File: config.mk
export PLATFORM = sky130hd
export DESIGN_NAME = regfile_wb_arbiter
export DESIGN_NICKNAME = d
export VERILOG_FILES = /design/src/rtl/rv_pkg.sv /design/src/rtl/wb_fifo.sv /design/src/rtl/regfile_wb_arbiter.sv
export SDC_FILE = /design/constraint.sdc
export NUM_CORES = 1
export LEC_CHECK = 0
export CORE_MARGIN = 1.5
export CORE_UTILIZATION = 55
export CTS_CLUSTER_SIZE = 10
export DETAILED_ROUTE_END_ITERATION = 10
export PLACE_DENSITY = 0.79
export SLEW_MARGIN = 20
export SYNTH_ARGS = -nofsm -noshare
export SYNTH_HDL_FRONTEND = slang
export SYNTH_SLANG_ARGS = --single-unit
File: constraint.sdc
create_clock -name clk -period 6.4 [get_ports clk]
set_input_delay 1.28 -clock clk [delete_from_list [all_inputs] [get_ports clk]]
set_output_delay 1.28 -clock clk [all_outputs]
set_load 0.005 [all_outputs]
File: src/rtl/rv_pkg.sv
// Shared register-file write-back types and widths.
package rv_pkg;

  localparam int unsigned XLEN   = 32;
  localparam int unsigned REG_AW = 5;
  localparam int unsigned NREGS  = 32;

  typedef struct packed {
    logic [REG_AW-1:0] rd;
    logic [XLEN-1:0]   data;
  } wb_req_t;

endpackage

File: src/rtl/wb_fifo.sv
// In-order load-return queue; exposes per-entry valid/rd for pending-register tracking.
module wb_fifo
  import rv_pkg::*;
#(
  parameter int unsigned DEPTH = 4
) (
  input  logic                            clk,
  input  logic                            rst,
  input  logic                            push,
  input  wb_req_t                         din,
  input  logic                            pop,
  output wb_req_t                         dout,
  output logic                            full,
  output logic                            empty,
  output logic [$clog2(DEPTH):0]          count,
  output logic [DEPTH-1:0]                ent_valid,
  output logic [DEPTH-1:0][REG_AW-1:0]    ent_rd
);

  localparam int unsigned PW = $clog2(DEPTH);
  localparam int unsigned CW = PW + 1;

  wb_req_t          mem [DEPTH];
  logic [DEPTH-1:0] vld;
  logic [PW-1:0]    wp;
  logic [PW-1:0]    rp;
  logic [CW-1:0]    cnt;
  logic             do_push;
  logic             do_pop;

  assign full    = (cnt == CW'(DEPTH));
  assign empty   = (cnt == '0);
  assign do_push = push && !full;
  assign do_pop  = pop && !empty;
  assign dout    = mem[rp];
  assign count   = cnt;
  assign ent_valid = vld;

  always_comb begin
    ent_rd = '0;
    for (int i = 0; i < int'(DEPTH); i++) begin
      ent_rd[i] = mem[i].rd;
    end
  end

  // Pointers and occupancy; pointers wrap naturally since DEPTH is a power of 2.
  always_ff @(posedge clk) begin
    if (rst) begin
      wp  <= '0;
      rp  <= '0;
      cnt <= '0;
      vld <= '0;
    end else begin
      if (do_pop) begin
        rp      <= rp + PW'(1);
        vld[rp] <= 1'b0;
      end
      if (do_push) begin
        wp      <= wp + PW'(1);
        vld[wp] <= 1'b1;
      end
      cnt <= cnt + CW'(do_push) - CW'(do_pop);
    end
  end

  always_ff @(posedge clk) begin
    if (do_push) begin
      mem[wp] <= din;
    end
  end

endmodule

File: src/rtl/regfile_wb_arbiter.sv
// Register-file write-port arbiter: ALU results win, load returns are queued,
// with a starvation guard and WAW protection via the pending-register mask.
module regfile_wb_arbiter
  import rv_pkg::*;
#(
  parameter int unsigned XLEN         = 32,
  parameter int unsigned LQ_DEPTH     = 4,
  parameter int unsigned STARVE_LIMIT = 3
) (
  input  logic                        clk,
  input  logic                        rst,
  input  logic                        alu_valid,
  input  logic [4:0]                  alu_rd,
  input  logic [XLEN-1:0]             alu_data,
  output logic                        alu_ready,
  input  logic                        ld_valid,
  input  logic [4:0]                  ld_rd,
  input  logic [XLEN-1:0]             ld_data,
  output logic                        ld_ready,
  output logic                        we3,
  output logic [4:0]                  wa3,
  output logic [XLEN-1:0]             wd3,
  output logic [31:0]                 pend_mask,
  output logic [$clog2(LQ_DEPTH):0]   lq_count
);

  localparam int unsigned SW = $clog2(STARVE_LIMIT + 1);

  wb_req_t                         head;
  wb_req_t                         ld_req;
  logic                            full;
  logic                            empty;
  logic                            push;
  logic                            pop;
  logic [LQ_DEPTH-1:0]             ent_valid;
  logic [LQ_DEPTH-1:0][REG_AW-1:0] ent_rd;
  logic [SW-1:0]                   starve_cnt;
  logic [SW-1:0]                   starve_nxt;
  logic                            starved;
  logic                            waw_block;
  logic                            alu_grant;

  assign ld_req = '{rd: ld_rd, data: ld_data};

  wb_fifo #(.DEPTH(LQ_DEPTH)) u_lq (
    .clk       (clk),
    .rst       (rst),
    .push      (push),
    .din       (ld_req),
    .pop       (pop),
    .dout      (head),
    .full      (full),
    .empty     (empty),
    .count     (lq_count),
    .ent_valid (ent_valid),
    .ent_rd    (ent_rd)
  );

  always_comb begin
    pend_mask = '0;
    for (int i = 0; i < int'(LQ_DEPTH); i++) begin
      if (ent_valid[i]) begin
        pend_mask[ent_rd[i]] = 1'b1;
      end
    end
  end

  // Loads to x0 are accepted but never queued.
  assign ld_ready  = !full;
  assign push      = ld_valid && ld_ready && (ld_rd != '0);

  assign starved   = (starve_cnt == SW'(STARVE_LIMIT)) && !empty;
  assign waw_block = alu_valid && (alu_rd != '0) && pend_mask[alu_rd];
  assign alu_ready = !starved && !waw_block;
  assign alu_grant = alu_valid && alu_ready && (alu_rd != '0);
  assign pop       = !empty && !alu_grant;

  always_comb begin
    starve_nxt = starve_cnt;
    if (empty || pop) begin
      starve_nxt = '0;
    end else if (alu_grant && (starve_cnt != SW'(STARVE_LIMIT))) begin
      starve_nxt = starve_cnt + SW'(1);
    end
  end

  always_ff @(posedge clk) begin
    if (rst) begin
      we3        <= 1'b0;
      wa3        <= '0;
      wd3        <= '0;
      starve_cnt <= '0;
    end else begin
      starve_cnt <= starve_nxt;
      if (alu_grant) begin
        we3 <= 1'b1;
        wa3 <= alu_rd;
        wd3 <= alu_data;
      end else if (pop) begin
        we3 <= 1'b1;
        wa3 <= head.rd;
        wd3 <= head.data;
      end else begin
        we3 <= 1'b0;
      end
    end
  end

endmodule

## After elaboration in Yosys (flattened, before gate mapping)

Memory sizes are Yosys's and may differ from the RTL's. A register that Yosys moved wholly into a read port is not among the register bits.
Index checks and enable logic that the tools add are counted.

| cells by class | value |
|---|---|
| $add $sub $neg | 5 |
| $lt $le $gt $ge | 13 |
| eq/ne operators | 3 |
| muxes and demuxes | 31 |
| bitwise logic cells | 6 |
| reductions and logical operators | 29 |

Operators by type and width:

| kind | number |
|---|---|
| 32-bit 2-to-1 mux | 6 |
| 32-bit bitwise OR | 3 |
| 5-bit by 6-bit less-than comparator with 1-bit output, second input constant | 5 |
| 1-bit demux with 5-bit select | 4 |
| 5-bit by 1-bit greater-or-equal comparator with 1-bit output, second input constant | 4 |
| 1-bit logical AND | 18 |
| 4-bit 2-to-1 mux | 3 |
| 1-bit 2-to-1 mux | 11 |
| 5-bit 2-to-1 mux | 2 |
| 5-bit nonzero test | 2 |
| 2-bit by 1-bit adder with 2-bit output, second input constant | 3 |
| 2-bit by 3-bit less-than comparator with 1-bit output, second input constant | 2 |
| 1-bit binary-select mux with 5-bit select | 1 |
| 1-bit logical NOT | 5 |
| 4-bit AND | 1 |
| 1-bit demux with 2-bit select | 2 |
| 2-bit by 1-bit greater-or-equal comparator with 1-bit output, second input constant | 2 |
| 2-bit 2-to-1 mux | 2 |
| 4-bit NOT | 1 |
| 4-bit bitwise OR | 1 |
| 3-bit by 1-bit adder with 3-bit output | 1 |
| 3-bit == test, second input constant | 1 |
| 3-bit logical NOT | 1 |
| 3-bit by 1-bit subtractor with 3-bit output | 1 |
| other kinds (5) | 5 |

| word-level totals | value |
|---|---|
| register bits after elaboration | 51 |
| bits in writable memories | 148 |
| input port bits | 78 |
| output and inout port bits | 75 |
| logic and storage cells | 96 |
| memories kept | 1 |

Memory list:

| memory | words | width | rd ports | clocked after Yosys merged registers in | write ports | RTL line | RTL |
|---|---|---|---|---|---|---|---|
| u_lq.mem | 4 | 37 | 5 | 1 | 1 | wb_fifo.sv:23 | `wb_req_t mem [DEPTH];` |

## Logic depth before layout (Yosys ltp)

Gate-level depths: netlist (run 1).

| logic depth | value |
|---|---|
| word-level depth | 25 |
| mapped depth | 16 |

## Modules after synthesis

A second synthesis (run 1) with hierarchy kept.

| unflattened totals | value |
|---|---|
| cell total of the unflattened synthesis | 685 |
| area, all modules | 9718.1 um^2 |

Modules (own cells, without submodules):

| module | instances | cells an instance | area an instance (um^2) | sequential area each (um^2) |
|---|---|---|---|---|
| wb_fifo | 1 | 289 | 6149.6 | 4704.5 |
| regfile_wb_arbiter | 1 | 396 | 3568.4 | 800.8 |

## Least setup slack after synthesis (run 1)

OpenSTA, ideal clock, no wires.

| timing | value |
|---|---|
| kind | input to register |
| from | input port alu_rd[0] |
| to | register u_lq.cnt[2], in the netlist u_lq.count[2] |
| library setup time | 128 ps |
| arrival | 4093 ps |
| required time | 6272 ps |
| slack | 2180 ps |
| stages on the path | 16 |
| path buffers | 1 |
| path through | clkbuf_1 > nand2_1 > nor2_1 > o31a_1 > a221o_4 > o32ai_2 > o31a_4 > a211oi_4 > ha_1 > inv_1 > ha_1 > inv_1 > fa_1 > xor2_1 > xnor2_1 > nor2_1 |

| on the way | value |
|---|---|
| longest elaborated chain between the ends | 11 |

Ends and longest elaborated chain:

| element | RTL line | RTL |
|---|---|---|
| start: declaration | regfile_wb_arbiter.sv:13 | `input logic [4:0] alu_rd,` |
| 1-bit binary-select mux with 5-bit select / 5-bit nonzero test (equally long branches) | regfile_wb_arbiter.sv:73, regfile_wb_arbiter.sv:75 |  |
| 1-bit 2-to-1 mux (not written as such) / 1-bit logical AND (equally long branches) | regfile_wb_arbiter.sv:73 | `assign waw_block = alu_valid && (alu_rd != '0) && pend_mask[alu_rd];` |
| 1-bit logical AND | regfile_wb_arbiter.sv:73 |  |
| 1-bit logical NOT | regfile_wb_arbiter.sv:74 | `assign alu_ready = !starved && !waw_block;` |
| 1-bit logical AND | regfile_wb_arbiter.sv:74 |  |
| 1-bit logical AND | regfile_wb_arbiter.sv:75 | `assign alu_grant = alu_valid && alu_ready && (alu_rd != '0);` |
| 1-bit logical AND * | regfile_wb_arbiter.sv:75 |  |
| 1-bit logical NOT * | regfile_wb_arbiter.sv:76 | `assign pop = !empty && !alu_grant;` |
| 1-bit logical AND * | regfile_wb_arbiter.sv:76 |  |
| 1-bit logical AND * | wb_fifo.sv:34 | `assign do_pop = pop && !empty;` |
| 3-bit by 1-bit subtractor with 3-bit output * | wb_fifo.sv:62 | `cnt <= cnt + CW'(do_push) - CW'(do_pop);` |
| end signal: assignment | wb_fifo.sv:62 |  |
| end: declaration | wb_fifo.sv:27 | `logic [CW-1:0] cnt;` |

Mark *: on every way between the ends. The rest lies on a longest branch, timed or not. The select of a mux whose other input is x is not followed.
A chain may end at the register's enable or synchronous reset.

## Worst setup path in the final report (run 1)

| timing | value |
|---|---|
| from | input port alu_rd[0] |
| to | output port alu_ready |

| on the way | value |
|---|---|
| longest elaborated chain between the ends | 5 |

Ends and longest elaborated chain:

| element | RTL line | RTL |
|---|---|---|
| 1-bit binary-select mux with 5-bit select / 5-bit nonzero test (equally long branches) | regfile_wb_arbiter.sv:73 |  |
| 1-bit 2-to-1 mux (not written as such) / 1-bit logical AND (equally long branches) | regfile_wb_arbiter.sv:73 |  |
| 1-bit logical AND * | regfile_wb_arbiter.sv:73 |  |
| 1-bit logical NOT * | regfile_wb_arbiter.sv:74 |  |
| 1-bit logical AND * | regfile_wb_arbiter.sv:74 |  |
| end: declaration | regfile_wb_arbiter.sv:15 | `output logic alu_ready,` |

Marked as above.

==> results of run 1 <==
-- placed cells by master, fill, tap and decap left out, drive strengths merged, types with 5 or more instances in the layout --
| master | n |
|---|---|
| nor3 | 10 |
| inv | 18 |
| o22a | 5 |
| mux4 | 39 |
| o22ai | 18 |
| clkbuf | 42 |
| a21oi | 5 |
| dfxtp | 53 |
| and2 | 5 |
| nand4b | 11 |
| a211oi | 39 |
| and4bb | 6 |
| buf | 7 |
| nand2 | 92 |
| nand3 | 5 |
| a221o | 6 |
| or3 | 6 |
| a22oi | 9 |
| nor2b | 6 |
| nor2 | 33 |
| edfxtp | 148 |
| or2 | 7 |
| clkdlybuf4s50 | 151 |
| o221ai | 12 |
| a211o | 5 |
| ha | 11 |
| nand2b | 9 |
| a311oi | 40 |
-- cell families after synthesis --
kind of cell             count (synthesis)  synth area share [%]
AND/OR/NAND/NOR                        214                 12.17
buffers and inverters                   72                 3.330
AO/OA/AOI/OAI                          166                 15.32
adder cells (fa/ha/maj)                 12                 1.645
XOR/XNOR                                 4                0.3657
flip-flops                             201                 57.46
multiplexers                            44                 9.715
-- cell type report --
| class | instances | area (µm²) |
|---|---|---|
| Clock buffer | 42 | 678.2 |
| Clock inverter | 2 | 25.02 |
| Fill cell | 1129 | 5274 |
| Inverter | 19 | 71.32 |
| Multi-Input combinational cell | 440 | 3775 |
| Sequential cell | 201 | 5508 |
| Tap cell | 225 | 281.5 |
| Timing Repair Buffer | 158 | 1564 |
-- path summary, 6_finish.rpt --
kind | start | to | slack [ns] | depth (start not counted)
max | alu_rd[0] | alu_ready | 0.88 | 9
max reg2reg | u_lq.mem[3][34]$_DFFE_PP_ | u_lq.count[2]$_SDFF_PP0_ | 2.14 | 15
min reg2reg | wd3[6]$_SDFFE_PP0P_ | wd3[6]$_SDFFE_PP0P_ | 0.49 | 2
min | wd3[6]$_SDFFE_PP0P_ | wd3[6]$_SDFFE_PP0P_ | 0.49 | 2
-- flip-flops by register name (all words and copies together), names as in the netlist, named ones only --
signal and count:
u_lq.rp 2, u_lq.count 3, u_lq.mem 148, u_lq.ent_valid 4
wd3 32, u_lq.wp 2, starve_cnt 2, we3 1
wa3 5
-- power by group through the flow --
stage / Clock [µW] / Sequential, µW / Combinational [µW]
2_1_floorplan: 0 / 1680 / 696
3_3_place_gp: 0 / 1730 / 1050
3_5_place_dp: 0 / 1750 / 1090
4_1_cts: 1230 / 1730 / 1120
5_1_grt: 1280 / 1750 / 1190
6_report: 1230 / 1730 / 1120
-- worst max-delay path, stage by stage --
cell and delay (ns):
clkdlybuf4s50_1 0.79, clkinv_1 0.44, o211ai_1 0.21, a211oi_1 0.09, a211oi_1 0.27, and3_2 0.33
nor2_1 0.07, a22oi_1 0.20, clkdlybuf4s50_1 0.55
-- metrics by stage --
step | total power [µW] | utilization [%] | instances
after floorplan | 2380 | - | 713
after global placement | 2784 | 65.19 | 1043
after detailed placement | 2838 | 65.19 | 1043
after CTS | 4075 | 69.28 | 1087
after global routing | 4225 | 69.30 | 1087
final | 4085 | 69.30 | 1087
-- per-layer routing --
| layer | up-vias | track usage [%] | part of all wire, % |
|---|---|---|---|
| li1 | 3146 | - | - |
| met2 | 528 | 56.32 | 49 |
| met1 | 3704 | 44.62 | 39 |
| met3 | 90 | 5.931 | 8.8 |
| met4 | 0 | 10.10 | 3.6 |
| met5 | - | 0 | 0 |
==> flow_metrics.env, run 1 <==
export IMPL_status="completed"
export IMPL_via_per_inst=6.870
export IMPL_maxCapViolations=0
export IMPL_grt_pass1_wl_um=45050
export IMPL_ys_warn_count=0
export IMPL_p_sw_uw=1275
export IMPL_start_util_pct=55.78
export IMPL_cts_hold_buffers=0
export IMPL_syn_area_per_cell_um2=13.44
export IMPL_finalSetupTns_ns=0
export IMPL_critPathKind="in -> out"
export IMPL_period_needed_ns=5.519
export IMPL_yosysUniqueCellTypes=78
export IMPL_clk_latency_ns=0.51
export IMPL_p_sw_share_pct=31.22
export IMPL_die_h_um=135.0
export IMPL_grt_usage_pct=33.42
export IMPL_post_route_period_util_pct=86.23
export IMPL_cp_end_kind="output pin"
export IMPL_clock_skew_ns=0.01197
export IMPL_cts_tree="yes"
export IMPL_required_ns=5.12
export IMPL_yosysTopAreaCell="edfxtp_1"
export IMPL_slew_limit_headroom_pct=28.36
export IMPL_pwr_share_clk_pct=30.1
export IMPL_area_growth_pct=24.22
export IMPL_place_area_um2=11200
export IMPL_drv_slew=0
export IMPL_clock_sinks=201
export IMPL_peakVddDrop_v=0.0003515
export IMPL_grt_setup_unrepaired="no"
export IMPL_powerDensity_nw_per_um2=343.2
export IMPL_die_area_um2=18220
export IMPL_cts_root_buf="clkbuf_16"
export IMPL_cp_start_kind="input port"
export IMPL_yosysMostFrequentCell="edfxtp_1"
export IMPL_synth_nets=803
export IMPL_grt_max_degree=54
export IMPL_p_comb_share_pct=27.5
export IMPL_worstMarginPinSlew_ns=1.075
export IMPL_drt_initial_drc_count=685
export IMPL_drt_pre_antenna_iters=5
export IMPL_final_hold_viol_count=0
export IMPL_drc=0
export IMPL_antenna_found_initial=0
export IMPL_fp_row_count=48
export IMPL_layout_nets=934
export IMPL_finalSetupViolations=0
export IMPL_syn_inst=713
export IMPL_routed_wl_um=30310
export IMPL_ioPinCount=153
export IMPL_vias=7468
export IMPL_grt_overflow_total=0
export IMPL_gp_congestion=0.9641
export IMPL_synthTopCellsByArea="edfxtp_1 (46%), dfxtp_1 (11%), mux4_2 (9.2%)"
export IMPL_syn_area_um2=9582
export IMPL_grt_pass1_vias=7332
export IMPL_diodes=0
export IMPL_ant_nets=0
export IMPL_power_leakage_uw=0.003914
export IMPL_place_ws_ns=0.9350
export IMPL_fin_ws_ns=0.8811
export IMPL_cts_buffer_depth=3
export IMPL_dp_hpwl_um=19390
export IMPL_cts_resized=0
export IMPL_stdcell_area_um2=11900
export IMPL_path_max_fanout=11
export IMPL_arrival_ns=4.24
export IMPL_pwr_share_seq_pct=42.5
export IMPL_die_x_um=135.0
export IMPL_yosys_top_cells_count="edfxtp_1 (148), nand2_1 (92), dfxtp_1 (53)"
export IMPL_layout_drive_gt1_share_pct=13.69
export IMPL_cts_setup_buffers=0
export IMPL_core_area_um2=17180
export IMPL_cts_buffers=24
export IMPL_path_clk_slew_ns=0.06
export IMPL_max_freq_ghz=0.1812
export IMPL_yosysSeqAreaShare_pct=57.46
export IMPL_synth_seq_cells=201
export IMPL_port_buffers=152
export IMPL_synth_edf_count=148
export IMPL_p_int_uw=2810
export IMPL_async_flop_share_pct=0
export IMPL_holdWs_ns=0.4888
export IMPL_ys_flop_type="edfxtp_1"
export IMPL_hp_class="reg -> reg"
export IMPL_yosysTopAreaCellShare_pct=46.38
export IMPL_htree_levels=1
export IMPL_wl_per_cell_um=27.88
(Power assumes the default switching activity.)
==> inputs of run 2 (changes only) <==
Settings changed: CAP_MARGIN set to 20, CTS_BUF_LIST set to sky130_fd_sc_hd__clkbuf_4 sky130_fd_sc_hd__clkbuf_8.
==> run 2 against run 1 <==
Sequential cell count stayed put; hold slack better by 0.0014 ns; clock power is 15% lower; utilization is 0.55 points lower; total power is 5.1% lower; final cell count is 1.1% higher; largest cell class unchanged; largest power group unchanged.
==> flow_metrics.env, run 2 (synthesis results as in run 1) <==
export IMPL_p_total_uw=3878
export IMPL_fp_row_count=48
export IMPL_final_hold_viol_count=0
export IMPL_path_clk_slew_ns=0.06
export IMPL_finalSetupTns_ns=0
export IMPL_pwr_share_seq_pct=44.6
export IMPL_final_cell_mix="clkdlybuf4s50_1 (151), edfxtp_1 (148), nand2_1 (92)"
export IMPL_clk_latency_ns=0.55
export IMPL_ioPinCount=153
export IMPL_gp_congestion=0.9641
export IMPL_cts_resized=0
export IMPL_antenna_found_initial=0
export IMPL_die_area_um2=18220
export IMPL_drv_slew=0
export IMPL_dp_cells=1043
export IMPL_via_per_inst=6.772
export IMPL_p_comb_share_pct=28.6
export IMPL_slowest_stage="clkdlybuf4s50_1"
export IMPL_worstMarginPinSlew_ns=1.077
export IMPL_layout_nets=940
export IMPL_required_ns=5.12
export IMPL_p_int_uw=2650
export IMPL_area_growth_pct=23.23
export IMPL_worstSetupEndpoint="alu_ready"
export IMPL_regToRegEndpoint="u_lq.count[2]$_SDFF_PP0_"
export IMPL_critPathKind="in -> out"
export IMPL_powerDensity_nw_per_um2=328.4
export IMPL_cpPeakStageDelay_ns=0.78
export IMPL_drc=0
export IMPL_crit_family="buffers and inverters"
export IMPL_path_buf_inv=3
export IMPL_slew_limit_headroom_pct=28.23
export IMPL_cp_depth=9
export IMPL_finalSetupViolations=0
export IMPL_p_sw_share_pct=31.66
export IMPL_cts_root_buf="clkbuf_8"
export IMPL_r2r_cells=15
export IMPL_grt_pass1_wl_um=43910
export IMPL_cts_buffers=30
export IMPL_layout_drive_gt1_share_pct=16.59
export IMPL_cp_end_kind="output pin"
export IMPL_p_sw_uw=1228
export IMPL_reg2reg_from="u_lq.mem[3][34]$_DFFE_PP_"
export IMPL_n_fill_cell=1157
export IMPL_cts_setup_buffers=0
export IMPL_grt_max_degree=54
export IMPL_ant_nets=0
export IMPL_routed_wl_um=29420
export IMPL_power_leakage_uw=0.003909
export IMPL_layout_commonest_cell="clkdlybuf4s50_1"
export IMPL_clock_sinks=201
export IMPL_drt_pre_antenna_iters=5
export IMPL_cp_start_kind="input port"
export IMPL_regMostFlops="u_lq.mem"
export IMPL_cts_hold_buffers=0
export IMPL_wl_per_cell_um=26.77
export IMPL_status="completed"
export IMPL_grt_usage_pct=32.44
export IMPL_grt_setup_unrepaired="no"
export IMPL_largest_reg_flops=148
export IMPL_pwr_share_clk_pct=26.8
export IMPL_core_area_um2=17180
export IMPL_ff2ff_setup_slack_ns=2.09
export IMPL_die_h_um=135.0
export IMPL_start_util_pct=55.78
export IMPL_arrival_ns=4.21
export IMPL_cts_buffer_depth=3
export IMPL_fin_util_pct=68.74
export IMPL_vias=7442
export IMPL_peakVddDrop_v=0.0003073
export IMPL_diodes=0
export IMPL_grt_overflow_total=0
export IMPL_cts_tree="yes"
export IMPL_path_max_fanout=11
export IMPL_port_buffers=152
export IMPL_startpoint="alu_rd[0]"
export IMPL_stdcell_area_um2=11810
export IMPL_max_freq_ghz=0.1823
export IMPL_clock_skew_ns=0.01892
export IMPL_die_x_um=135.0
export IMPL_drt_initial_drc_count=806
export IMPL_stdcell_count=1099
export IMPL_grt_pass1_vias=7386
export IMPL_place_area_um2=11200
export IMPL_reg_top3="u_lq.mem x148, wd3 x32, wa3 x5"
export IMPL_htree_levels=1
export IMPL_hp_class="reg -> reg"
export IMPL_period_needed_ns=5.485
export IMPL_dp_hpwl_um=19390
export IMPL_post_route_period_util_pct=85.70
export IMPL_path_cells="clkdlybuf4s50_1 > clkinv_1 > o211ai_1 > a211oi_1 > a211oi_1 > and3_2 > nor2_1 > a22oi_1 > clkdlybuf4s50_1"
export IMPL_maxCapViolations=0
## run 2: cell count changes in the layout (fill, tap and decap cells not counted), moves of 2 or more
| cell | previous run | this run |
|---|---|---|
| clkbuf_4 | 0 | 14 |
| clkbuf_1 | 17 | 0 |
| clkbuf_8 | 1 | 33 |
| clkbuf_16 | 24 | 0 |
| clkinv_2 | 0 | 5 |
| clkinv_1 | 1 | 3 |
## run 2: worst reg2reg max path: cells and delay by family, from the launching register on
kind | cells | cell delay, ns
xor gates and xnor gates | 2 | 0.32
and+or+nand+nor | 3 | 1.20
adders and majority gates | 3 | 0.83
buffers and inverters | 2 | 0.11
AOI/OAI and AO/OA | 5 | 1.22
DFF | 1 | 0.52
## run 2: metal layers
layer	share of wire, %	vias to the layer above	GRT usage (%)
li1	-	3167	-
met4	2.5	0	8.961
met3	8.6	58	5.968
met2	50	478	54.87
met1	39	3739	43.34
met5	0	-	0
## run 2: final cells by class
type	count	area (µm²)	share of cell area [%]
inverters	19	71.32	0.6040
repair buffers	158	1564	13.25
well taps	225	281.5	2.384
clock buffers	47	559.3	4.737
clock inverters	9	48.80	0.4133
flip-flops and latches	201	5508	46.65
multi-input cells	440	3775	31.97
## run 2: worst min path at each step
stage | startpoint | slack, ns | cells after the start | end
6_report | wd3[6]$_SDFFE_PP0P_ | 0.49 | 2 | wd3[6]$_SDFFE_PP0P_
5_1_grt | wd3[4]$_SDFFE_PP0P_ | 0.51 | 2 | wd3[4]$_SDFFE_PP0P_
4_1_cts | wd3[13]$_SDFFE_PP0P_ | 0.49 | 2 | wd3[13]$_SDFFE_PP0P_
2_1_floorplan | wd3[10]$_SDFFE_PP0P_ | 0.48 | 2 | wd3[10]$_SDFFE_PP0P_
3_5_place_dp | wd3[19]$_SDFFE_PP0P_ | 0.48 | 2 | wd3[19]$_SDFFE_PP0P_
3_3_place_gp | wd3[2]$_SDFFE_PP0P_ | 0.47 | 2 | wd3[2]$_SDFFE_PP0P_
## run 2: metrics by stage
step	hold slack, ns	setup slack (ns)
after floorplan	0.4776	2.180
after global placement	0.4737	0.9315
after detailed placement	0.4768	0.9350
after CTS	0.4918	0.9490
after global routing	0.5141	0.6580
final	0.4902	0.9149
## run 2: power by group through the flow
| stage | logic (µW) | registers [µW] | clock network, µW |
|---|---|---|---|
| after detailed placement | 1090 | 1750 | 0 |
| after global placement | 1050 | 1730 | 0 |
| after global routing | 1190 | 1750 | 1100 |
| after floorplan | 696 | 1680 | 0 |
| after CTS | 1110 | 1730 | 1050 |
| final | 1110 | 1730 | 1040 |
==> inputs of run 3 (changes only) <==
Settings changed: CELL_PAD_IN_SITES_DETAIL_PLACEMENT set to 2, CELL_PAD_IN_SITES_GLOBAL_PLACEMENT set to 2, CORE_UTILIZATION 55 to 41, PLACE_DENSITY 0.79 to 0.84.
==> run 3 against run 2 <==
First-iteration DRC count down 30%; total power up 9.5%; critical path depth unchanged; clock skew up 0.012 ns; via count up 3.9%; register-to-register slack worse by 0.21 ns; global-route usage up 1.3 points; sequential cell count unchanged; non-clock buffer count up 6; largest cell class unchanged.
==> flow_metrics.env, run 3 (synthesis results as in run 1) <==
export IMPL_status="completed"
export IMPL_die_area_um2=24300
export IMPL_fp_row_count=55
export IMPL_stdcell_area_um2=12060
export IMPL_grt_pass1_wl_um=59660
export IMPL_routed_wl_um=40450
export IMPL_port_buffers=152
export IMPL_arrival_ns=4.25
export IMPL_dp_hpwl_um=25280
export IMPL_pwr_share_seq_pct=42.1
export IMPL_core_area_um2=22780
export IMPL_cts_tree="yes"
export IMPL_clock_sinks=201
export IMPL_cts_setup_buffers=0
export IMPL_powerDensity_nw_per_um2=352.1
export IMPL_pwr_share_clk_pct=29.8
export IMPL_p_sw_share_pct=35.00
export IMPL_max_freq_ghz=0.1810
export IMPL_p_comb_share_pct=28.1
export IMPL_critPathKind="in -> out"
export IMPL_worst_hold_path_num_cells=2
export IMPL_path_buf_inv=3
export IMPL_grt_setup_unrepaired="no"
export IMPL_cts_root_buf="clkbuf_8"
export IMPL_wl_per_cell_um=33.65
export IMPL_regMostFlops="u_lq.mem"
export IMPL_startpoint="alu_rd[0]"
export IMPL_antenna_found_initial=1
export IMPL_cp_end_kind="output pin"
export IMPL_slowest_stage="clkdlybuf4s50_1"
export IMPL_vias=7735
export IMPL_final_hold_viol_count=0
export IMPL_cp_depth=9
export IMPL_via_per_inst=6.435
export IMPL_place_area_um2=11350
export IMPL_path_cells="clkdlybuf4s50_1 > clkinv_1 > o211ai_1 > a211oi_1 > a211oi_1 > and3_2 > nor2_1 > a22oi_1 > clkdlybuf4s50_1"
export IMPL_drc=0
export IMPL_gp_congestion=0.9292
export IMPL_finalSetupViolations=0
export IMPL_largest_reg_flops=148
export IMPL_path_clk_slew_ns=0.06
export IMPL_place_ws_ns=0.7814
export IMPL_reg2reg_from="u_lq.mem[3][34]$_DFFE_PP_"
export IMPL_area_growth_pct=25.88
export IMPL_die_x_um=155.9
export IMPL_finalSetupTns_ns=0
export IMPL_drt_initial_drc_count=563
export IMPL_htree_levels=2
export IMPL_worstMarginPinSlew_ns=0.9531
export IMPL_hp_class="reg -> reg"
export IMPL_reg_top3="u_lq.mem x148, wd3 x32, wa3 x5"
export IMPL_peakVddDrop_v=0.0002128
export IMPL_p_int_uw=2761
export IMPL_layout_drive_gt1_share_pct=16.89
export IMPL_cts_hold_buffers=0
export IMPL_drv_slew=0
export IMPL_grt_usage_pct=33.77
export IMPL_ioPinCount=153
export IMPL_layout_nets=952
export IMPL_cts_buffer_depth=3
export IMPL_hold_start="wd3[21]$_SDFFE_PP0P_"
export IMPL_cts_buffers=36
export IMPL_multiInputGateArea_um2=3775
export IMPL_crit_family="buffers and inverters"
export IMPL_path_max_fanout=11
export IMPL_p_sw_uw=1486
export IMPL_drt_pre_antenna_iters=5
export IMPL_n_fill_cell=2083
export IMPL_ant_nets=0
export IMPL_die_h_um=155.9
export IMPL_regArea_um2=5510
export IMPL_r2r_cells=15
export IMPL_clock_skew_ns=0.03048
export IMPL_maxCapViolations=0
export IMPL_slew_limit_headroom_pct=35.57
export IMPL_cp_start_kind="input port"
export IMPL_grt_pass1_vias=8376
export IMPL_clk_latency_ns=0.54
export IMPL_power_leakage_uw=0.003971
export IMPL_start_util_pct=42.07
export IMPL_post_route_period_util_pct=86.35
export IMPL_cpPeakStageDelay_ns=0.78
export IMPL_fin_ws_ns=0.8737
export IMPL_layout_commonest_cell="clkdlybuf4s50_1"
export IMPL_final_cell_mix="clkdlybuf4s50_1 (151), edfxtp_1 (148), nand2_1 (92)"
export IMPL_cts_resized=0
export IMPL_required_ns=5.12
export IMPL_period_needed_ns=5.526
export IMPL_grt_max_degree=54
export IMPL_p_total_uw=4247
export IMPL_grt_overflow_total=0
export IMPL_fin_util_pct=52.95
==> run 3: worst paths after layout <==
kind | endpoint | slack, ns
worst min-delay path | wd3[21]$_SDFFE_PP0P_ | 0.50
worst min register to register | wd3[21]$_SDFFE_PP0P_ | 0.50
worst max-delay path | alu_ready | 0.87
worst max register to register | u_lq.count[2]$_SDFF_PP0_ | 1.88
==> run 3: worst reg2reg max path: stages (launching register included) <==
cell and delay (ns):
edfxtp_1 0.54, nor4b_1 0.89, and2_1 0.29, o31a_1 0.17, a221o_4 0.13, o32ai_2 0.11, o31a_4 0.35, a211oi_4 0.47
ha_1 0.33, inv_1 0.06, ha_1 0.18, inv_1 0.08, fa_1 0.37, xor2_1 0.16, xnor2_1 0.17, nor2_1 0.07
==> run 3: power by group through the flow <==
stage,Clock (µW),Sequential (µW),Combinational [µW]
final,1260,1790,1190
after global routing,1320,1810,1250
after CTS,1270,1790,1200
after detailed placement,0,1790,1130
after global placement,0,1760,1060
after floorplan,0,1680,696
==> run 3: cell type report <==
type / count / share of cell area, %
Inverter: 19 / 0.5913
Antenna cell: 1 / 0.02075
Clock buffer: 48 / 5.010
Tap cell: 313 / 3.247
Clock inverter: 16 / 0.8299
Multi-Input combinational cell: 440 / 31.30
Sequential cell: 201 / 45.68
Timing Repair Buffer: 164 / 13.32
==> run 3: routing by layer <==
| metal | vias to the layer above | global-route usage, % | routed length (µm) |
|---|---|---|---|
| met3 | 87 | 5.278 | 2712 |
| met5 | - | 0 | 0 |
| li1 | 3173 | - | - |
| met1 | 4052 | 42.98 | 15780 |
| met2 | 423 | 58.71 | 20710 |
| met4 | 0 | 11.47 | 1239 |
==> run 3: through the flow <==
| step | std cells | hold slack (ns) |
|---|---|---|
| after floorplan | 713 | 0.4776 |
| after global placement | 1137 | 0.4742 |
| after detailed placement | 1137 | 0.4907 |
| after CTS | 1201 | 0.5048 |
| after global routing | 1202 | 0.5434 |
| final | 1202 | 0.5030 |
